$ cat src/rtl/elm_addr_sweep_gen_if.sv
// Bus bundle for the 2-D address sweep generator: launch controls, latched
// sweep extent, and the per-element address/index stream.
interface elm_addr_sweep_gen_if #(
    parameter int AW = 8,
    parameter int CW = 8
);
    // Handshake: start is taken only while the generator is idle (busy=0).
    // While valid=1 the element on addr/col_idx/row_idx is consumed on every
    // rising edge where en=1; with en=0 the element and all flags hold.
    // done pulses for one cycle after the final element has been consumed.
    logic          clr;
    logic          start;
    logic          en;
    logic [AW-1:0] base_addr;
    logic [AW-1:0] stride;
    logic [CW-1:0] col_max;
    logic [CW-1:0] row_max;

    logic [AW-1:0] addr;
    logic [CW-1:0] col_idx;
    logic [CW-1:0] row_idx;
    logic          valid;
    logic          last_col;
    logic          last;
    logic          busy;
    logic          done;
    logic          fsm_state;

    modport master (
        output clr, start, en, base_addr, stride, col_max, row_max,
        input  addr, col_idx, row_idx, valid, last_col, last, busy, done,
        input  fsm_state
    );

    modport slave (
        input  clr, start, en, base_addr, stride, col_max, row_max,
        output addr, col_idx, row_idx, valid, last_col, last, busy, done,
        output fsm_state
    );
endinterface

$ cat src/rtl/elm_addr_sweep_gen.sv
// 2-D address sequencer: emits base + row*stride + col over a latched
// COLS x ROWS extent, one element per accepted cycle, with AW-bit wrap.
module elm_addr_sweep_gen #(
    parameter int AW = 8,
    parameter int CW = 8
) (
    input logic                clk,
    input logic                rst,
    elm_addr_sweep_gen_if.slave bus
);

    typedef enum logic {
        IDLE = 1'b0,
        RUN  = 1'b1
    } state_t;

    state_t        state_q, state_n;
    logic [AW-1:0] addr_q, addr_n;
    logic [AW-1:0] row_base_q, row_base_n;
    logic [AW-1:0] stride_q, stride_n;
    logic [CW-1:0] col_q, col_n;
    logic [CW-1:0] row_q, row_n;
    logic [CW-1:0] col_max_q, col_max_n;
    logic [CW-1:0] row_max_q, row_max_n;
    logic          done_q, done_n;

    logic          running;
    logic          at_last_col;
    logic          at_last;
    logic [AW-1:0] next_row_base;

    assign running       = (state_q == RUN);
    assign at_last_col   = running && (col_q == col_max_q);
    assign at_last       = at_last_col && (row_q == row_max_q);
    assign next_row_base = row_base_q + stride_q;

    always_comb begin
        state_n    = state_q;
        addr_n     = addr_q;
        row_base_n = row_base_q;
        stride_n   = stride_q;
        col_n      = col_q;
        row_n      = row_q;
        col_max_n  = col_max_q;
        row_max_n  = row_max_q;
        done_n     = 1'b0;

        if (bus.clr) begin
            // Abort wins over a simultaneous final en, so no done pulse here.
            state_n    = IDLE;
            addr_n     = '0;
            row_base_n = '0;
            col_n      = '0;
            row_n      = '0;
        end else begin
            case (state_q)
                IDLE: begin
                    if (bus.start) begin
                        state_n    = RUN;
                        stride_n   = bus.stride;
                        col_max_n  = bus.col_max;
                        row_max_n  = bus.row_max;
                        addr_n     = bus.base_addr;
                        row_base_n = bus.base_addr;
                        col_n      = '0;
                        row_n      = '0;
                    end
                end
                RUN: begin
                    if (bus.en) begin
                        if (at_last) begin
                            state_n    = IDLE;
                            addr_n     = '0;
                            row_base_n = '0;
                            col_n      = '0;
                            row_n      = '0;
                            done_n     = 1'b1;
                        end else if (!at_last_col) begin
                            col_n  = col_q + 1'b1;
                            addr_n = addr_q + 1'b1;
                        end else begin
                            // Row wrap: restart at the next row origin, not addr+1.
                            col_n      = '0;
                            row_n      = row_q + 1'b1;
                            row_base_n = next_row_base;
                            addr_n     = next_row_base;
                        end
                    end
                end
                default: state_n = IDLE;
            endcase
        end
    end

    always_ff @(posedge clk) begin
        if (rst) begin
            state_q    <= IDLE;
            addr_q     <= '0;
            row_base_q <= '0;
            stride_q   <= '0;
            col_q      <= '0;
            row_q      <= '0;
            col_max_q  <= '0;
            row_max_q  <= '0;
            done_q     <= 1'b0;
        end else begin
            state_q    <= state_n;
            addr_q     <= addr_n;
            row_base_q <= row_base_n;
            stride_q   <= stride_n;
            col_q      <= col_n;
            row_q      <= row_n;
            col_max_q  <= col_max_n;
            row_max_q  <= row_max_n;
            done_q     <= done_n;
        end
    end

    assign bus.addr      = addr_q;
    assign bus.col_idx   = col_q;
    assign bus.row_idx   = row_q;
    assign bus.valid     = running;
    assign bus.busy      = running;
    assign bus.last_col  = at_last_col;
    assign bus.last      = at_last;
    assign bus.done      = done_q;
    assign bus.fsm_state = state_q;

endmodule

$ cat src/flat_wrapper.sv
// flat-port wrapper written by rule: the top's interface ports become plain ports
module elm_addr_sweep_gen_flat 
#(
    parameter int AW = 8,
    parameter int CW = 8
)
  (clk, rst, bus_clr, bus_start, bus_en, bus_base_addr, bus_stride, bus_col_max, bus_row_max, bus_addr, bus_col_idx, bus_row_idx, bus_valid, bus_last_col, bus_last, bus_busy, bus_done, bus_fsm_state);
  elm_addr_sweep_gen_if #(.AW(AW), .CW(CW)) bus_i ();
  input logic clk;
  input logic rst;
  input wire logic [$bits(bus_i.clr)-1:0] bus_clr;
  input wire logic [$bits(bus_i.start)-1:0] bus_start;
  input wire logic [$bits(bus_i.en)-1:0] bus_en;
  input wire logic [$bits(bus_i.base_addr)-1:0] bus_base_addr;
  input wire logic [$bits(bus_i.stride)-1:0] bus_stride;
  input wire logic [$bits(bus_i.col_max)-1:0] bus_col_max;
  input wire logic [$bits(bus_i.row_max)-1:0] bus_row_max;
  output wire logic [$bits(bus_i.addr)-1:0] bus_addr;
  output wire logic [$bits(bus_i.col_idx)-1:0] bus_col_idx;
  output wire logic [$bits(bus_i.row_idx)-1:0] bus_row_idx;
  output wire logic [$bits(bus_i.valid)-1:0] bus_valid;
  output wire logic [$bits(bus_i.last_col)-1:0] bus_last_col;
  output wire logic [$bits(bus_i.last)-1:0] bus_last;
  output wire logic [$bits(bus_i.busy)-1:0] bus_busy;
  output wire logic [$bits(bus_i.done)-1:0] bus_done;
  output wire logic [$bits(bus_i.fsm_state)-1:0] bus_fsm_state;
  assign bus_i.clr = bus_clr;
  assign bus_i.start = bus_start;
  assign bus_i.en = bus_en;
  assign bus_i.base_addr = bus_base_addr;
  assign bus_i.stride = bus_stride;
  assign bus_i.col_max = bus_col_max;
  assign bus_i.row_max = bus_row_max;
  assign bus_addr = bus_i.addr;
  assign bus_col_idx = bus_i.col_idx;
  assign bus_row_idx = bus_i.row_idx;
  assign bus_valid = bus_i.valid;
  assign bus_last_col = bus_i.last_col;
  assign bus_last = bus_i.last;
  assign bus_busy = bus_i.busy;
  assign bus_done = bus_i.done;
  assign bus_fsm_state = bus_i.fsm_state;
  elm_addr_sweep_gen #(.AW(AW), .CW(CW)) u_core (.clk(clk), .rst(rst), .bus(bus_i));
endmodule
$ cat config.mk
export PLATFORM = sky130hd
export DESIGN_NAME = elm_addr_sweep_gen_flat
export DESIGN_NICKNAME = d
export VERILOG_FILES = /design/src/rtl/elm_addr_sweep_gen_if.sv /design/src/rtl/elm_addr_sweep_gen.sv /design/src/flat_wrapper.sv
export SDC_FILE = /design/constraint.sdc
export NUM_CORES = 1
export LEC_CHECK = 0
export BUFFER_PORTS_ARGS = -buffer_cell sky130_fd_sc_hd__buf_2
export CELL_PAD_IN_SITES_DETAIL_PLACEMENT = 1
export CELL_PAD_IN_SITES_GLOBAL_PLACEMENT = 2
export CORE_ASPECT_RATIO = 2
export CORE_UTILIZATION = 34
export CTS_CLUSTER_DIAMETER = 40
export CTS_CLUSTER_SIZE = 25
export DETAILED_ROUTE_END_ITERATION = 12
export GPL_TIMING_DRIVEN = 0
export HOLD_SLACK_MARGIN = 0.03
export PLACE_DENSITY = 0.92
export SLEW_MARGIN = 10
export SYNTH_ARGS = -nofsm -noshare
export SYNTH_HDL_FRONTEND = slang
export SYNTH_SLANG_ARGS = --single-unit
$ cat constraint.sdc
create_clock -name clk -period 4.4 [get_ports clk]
set_input_delay 0.22 -clock clk [delete_from_list [all_inputs] [get_ports clk]]
set_output_delay 0.22 -clock clk [all_outputs]
set_load 0.02 [all_outputs]
==> flow_results.org <==
** Job
- Max capacitance violation total :: 0

** Setup path
- Critical path class :: reg2out
- CP startpoint :: u_core.bus.row_idx[6]
- Maximum single-stage delay on the critical path :: 0.50 ns
- The worst setup path is launched from a flip-flop.
- CP required :: 4.18 ns
- Critical path's slowest cell :: sky130_fd_sc_hd__nor4_2
- Data arrives at the worst endpoint at 2.26 ns.
- Startpoint of the worst register-to-register path :: u_core.bus.busy
- Critical path, cell by cell :: xor2_1 > nor4_2 > nand2_1 > nor2_1 > buf_2
- Largest fanout of any net on the critical path :: 10
- Crit end category :: primary output

** Timing
- Period minus WS final :: 2.48 ns
- Based on the critical path, the design can be clocked at up to 0.404 GHz.
- Fin crit share :: 56.3%
- RSZ-0062 raised after global routing :: no
- At the pin with the least slew margin, the transition time is between 0.8 and 0.9 ns.
- Final Skew :: approximately 0.0055 ns
- Adding up every negative setup slack in the final design gives 0 ns.
- Measured against its own limit, the worst slew margin works out to 44.5%.
- Final number of hold-violating endpoints :: 0
- Count of final setup violators :: 0
- The max-slew violation count was 0.

** Floorplan
- Die area :: 9750 um^2
- Die Ht :: approximately 140 um
- The floorplan has 49 rows.
- Starting utilization of the core area :: between 30% and 40%
- The die is 70.3 um wide.
- The core region is 9010 um^2.
- Number of top-level pins :: 67

** Synthesis
- The synthesized netlist contains 51 unique library cells.
- The synthesized design contains 0 enable-type register cells.
- Area of the mapped netlist :: 3170 um^2
- Leading cell type by number of instances after synthesis :: sky130_fd_sc_hd__nand2_1
- Sequential cell area fraction in the yosys report :: 36.6%
- Of all flip-flops after synthesis, the portion carrying an async set or reset was 0%.
- Each instance of the synthesized netlist takes up on average 8.18 um^2.
- Top cell type's share of synthesized area :: a little over a third
- Synthesis produced a netlist whose cell count is 388.
- Yosys warns :: 0
- Register bit total from synthesis :: 58
- Synthesized net count :: ~440
- Cell taking the most area after synthesis :: sky130_fd_sc_hd__dfxtp_1
- Ranking of synthesized cells by area :: sky130_fd_sc_hd__dfxtp_1, sky130_fd_sc_hd__a21oi_1, sky130_fd_sc_hd__nand2_1
- Most used DFF post-synth :: sky130_fd_sc_hd__dfxtp_1
- By count the netlist is led by sky130_fd_sc_hd__nand2_1, sky130_fd_sc_hd__dfxtp_1, sky130_fd_sc_hd__a21oi_1, sky130_fd_sc_hd__nor2_1, sky130_fd_sc_hd__o21ai_0.

** CTS
- In this run, post-CTS hold repair placed 0 buffers.
- Post-CTS Setup Repair Bufs :: 0
- Counting every sink on the clock net gives 58.
- No sink is reached through more buffers than the 2 on the longest clock path.
- Clock edge transition at the registers on the reported setup and hold paths :: 0.05 ns
- Number of levels the H-tree was split into :: 3
- Post-CTS resize count :: 0
- Counting the buffers created by CTS gives 9.
- The clock reaches the later pin of the worst-skew pair after 0.33 ns.
- TritonCTS built the clock tree.
- CTS placed an instance of sky130_fd_sc_hd__clkbuf_16 at the clock tree root.

** Drt
- The routed design has 10.3 mm of wire.
- Wire per inst :: 18.1 um
- The first detailed-routing pass ran for 5 iterations.
- The first routing iteration left 66 violations.
- Remaining antenna violation count :: 0
- After detailed routing, the number of remaining DRC violations is 0.
- Dividing the detail-routed via count by the number of cells gives 5.64.
- Across all layers, the routed design uses roughly 3200 vias.

** Cells and area
- N_diodes :: 0
- The area growth from synthesis to layout is 22.5%.
- Count of non-filler cells in the finished layout :: 568
- Layout Nets :: 512
- Cells with a size suffix above 1 make up 20.6% of the layout.

** Global route
- Across every metal layer, demand over resource in global routing totals between 20% and 30%.
- Remaining Overflow, GRT :: 0
- Number of global-route vias before repair :: 3248
- The first global-routing pass estimated roughly 16 mm of wire.
- Entering global routing, the biggest net connects 11 pins.
- The initial antenna violation count was 0.

** Pwr
- In this run the static leakage power is 1.62 nW.
- In this run the power density over the cells is 358 nW/um^2.
- Across the VDD grid, the largest voltage drop is 0.000275 V.

** Hold path
- Hold Path Origin :: bus_base_addr[4]
- The worst hold path belongs to the class in2reg.

** Place
- Detailed placement HPWL :: 8.11 mm
- Final GP Congestion :: 0.918
- Including well taps, the total number of placed cells is approximately 560.
- Buffers placed on the I/O ports in this run total 65.

** Status
- The run finished with clean final reports.
==> cells by family after synthesis <==
kind of cell,count (synthesis),synth area share [%]
compound gates,115,24.1
buf+inv,30,4.37
flops,58,36.6
mux,3,0.946
fa+ha+maj,11,4.57
xor+xnor,28,7.73
simple gates,143,21.7
==> power by group <==
part           switching (mW)  total, mW  leakage, nW  internal, mW
logic                   0.133      0.205         1.02        0.0721
registers              0.0178      0.563        0.472         0.545
clock network           0.224      0.625        0.128         0.401
==> state kept, by name, summed over array words and instances, names as in the netlist <==
name,count
u_core.bus.col_idx,8
u_core.stride_q,8
u_core.bus.done,1
u_core.bus.addr,8
u_core.row_max_q,8
u_core.row_base_q,8
u_core.bus.row_idx,8
u_core.bus.busy,1
u_core.col_max_q,8
==> through the flow <==
step	hold WS [ns]	power (mW)	instance area, um^2	utilization [%]	setup WS [ns]
3_5_place_dp	0.464	0.777	3630	40.2	2.17
5_1_grt	0.132	1.45	3890	43.1	1.78
4_1_cts	0.123	1.41	3890	43.1	1.91
6_report	0.130	1.39	3890	43.1	1.92
3_3_place_gp	0.455	0.773	3630	40.2	2.19
2_1_floorplan	0.339	0.703	3170	-	2.41
==> worst max-delay path, delay by kind of cell (launching register included) <==
family | cells | cell delay [ns]
xor+xnor | 1 | 0.19
buf+inv | 1 | 0.21
flops | 1 | 0.36
simple gates | 3 | 1.17
==> placed cells by master, fill, tap and decap left out, types with 3 or more instances in the layout <==
cell type and instances:
sky130_fd_sc_hd__a211oi_1 6, sky130_fd_sc_hd__a21oi_1 48, sky130_fd_sc_hd__a221oi_1 3, sky130_fd_sc_hd__a31oi_1 4
sky130_fd_sc_hd__a32oi_1 4, sky130_fd_sc_hd__and3_1 6, sky130_fd_sc_hd__buf_2 68, sky130_fd_sc_hd__clkbuf_1 17
sky130_fd_sc_hd__clkbuf_16 9, sky130_fd_sc_hd__dfxtp_1 58, sky130_fd_sc_hd__ha_1 10, sky130_fd_sc_hd__inv_1 8
sky130_fd_sc_hd__mux2i_1 3, sky130_fd_sc_hd__nand2_1 62, sky130_fd_sc_hd__nand2b_1 3, sky130_fd_sc_hd__nand3_1 12
sky130_fd_sc_hd__nand4_1 7, sky130_fd_sc_hd__nor2_1 25, sky130_fd_sc_hd__nor2b_1 5, sky130_fd_sc_hd__nor3_1 6
sky130_fd_sc_hd__nor4_2 3, sky130_fd_sc_hd__o211ai_1 6, sky130_fd_sc_hd__o21ai_0 19, sky130_fd_sc_hd__o31ai_1 4
sky130_fd_sc_hd__or3_1 4, sky130_fd_sc_hd__or4_1 4, sky130_fd_sc_hd__xnor2_1 14, sky130_fd_sc_hd__xor2_1 14
==> path summary, 6_finish.rpt <==
kind | slack [ns] | depth (start not counted) | endpoint
worst max-delay path | 1.92 | 5 | bus_last
worst min-delay path | 0.13 | 3 | u_core.row_base_q[4]
worst min register to register | 0.47 | 2 | u_core.stride_q[6]
worst max register to register | 2.12 | 7 | u_core.bus.col_idx[3]
==> cell type report <==
type	count	area, um^2
sequential	58	1160
timing repair buffer	65	325
fill	1123	5120
clock buffer	13	260
multi-input combinational	300	1870
buffer	22	109
inverter	8	30.0
tap	102	128
==> routing by layer <==
layer / routed length [um] / up-vias / share of wire [%] / GRT usage [%]
li1: - / 1552 / - / -
met5: 0 / - / 0 / 0
met4: 539 / 0 / 5.2 / 13.6
met3: 315 / 34 / 3.1 / 3.63
met1: 3680 / 1540 / 36 / 20.6
met2: 5740 / 77 / 56 / 41.3
Note: power is estimated with default switching activity, not from simulation.
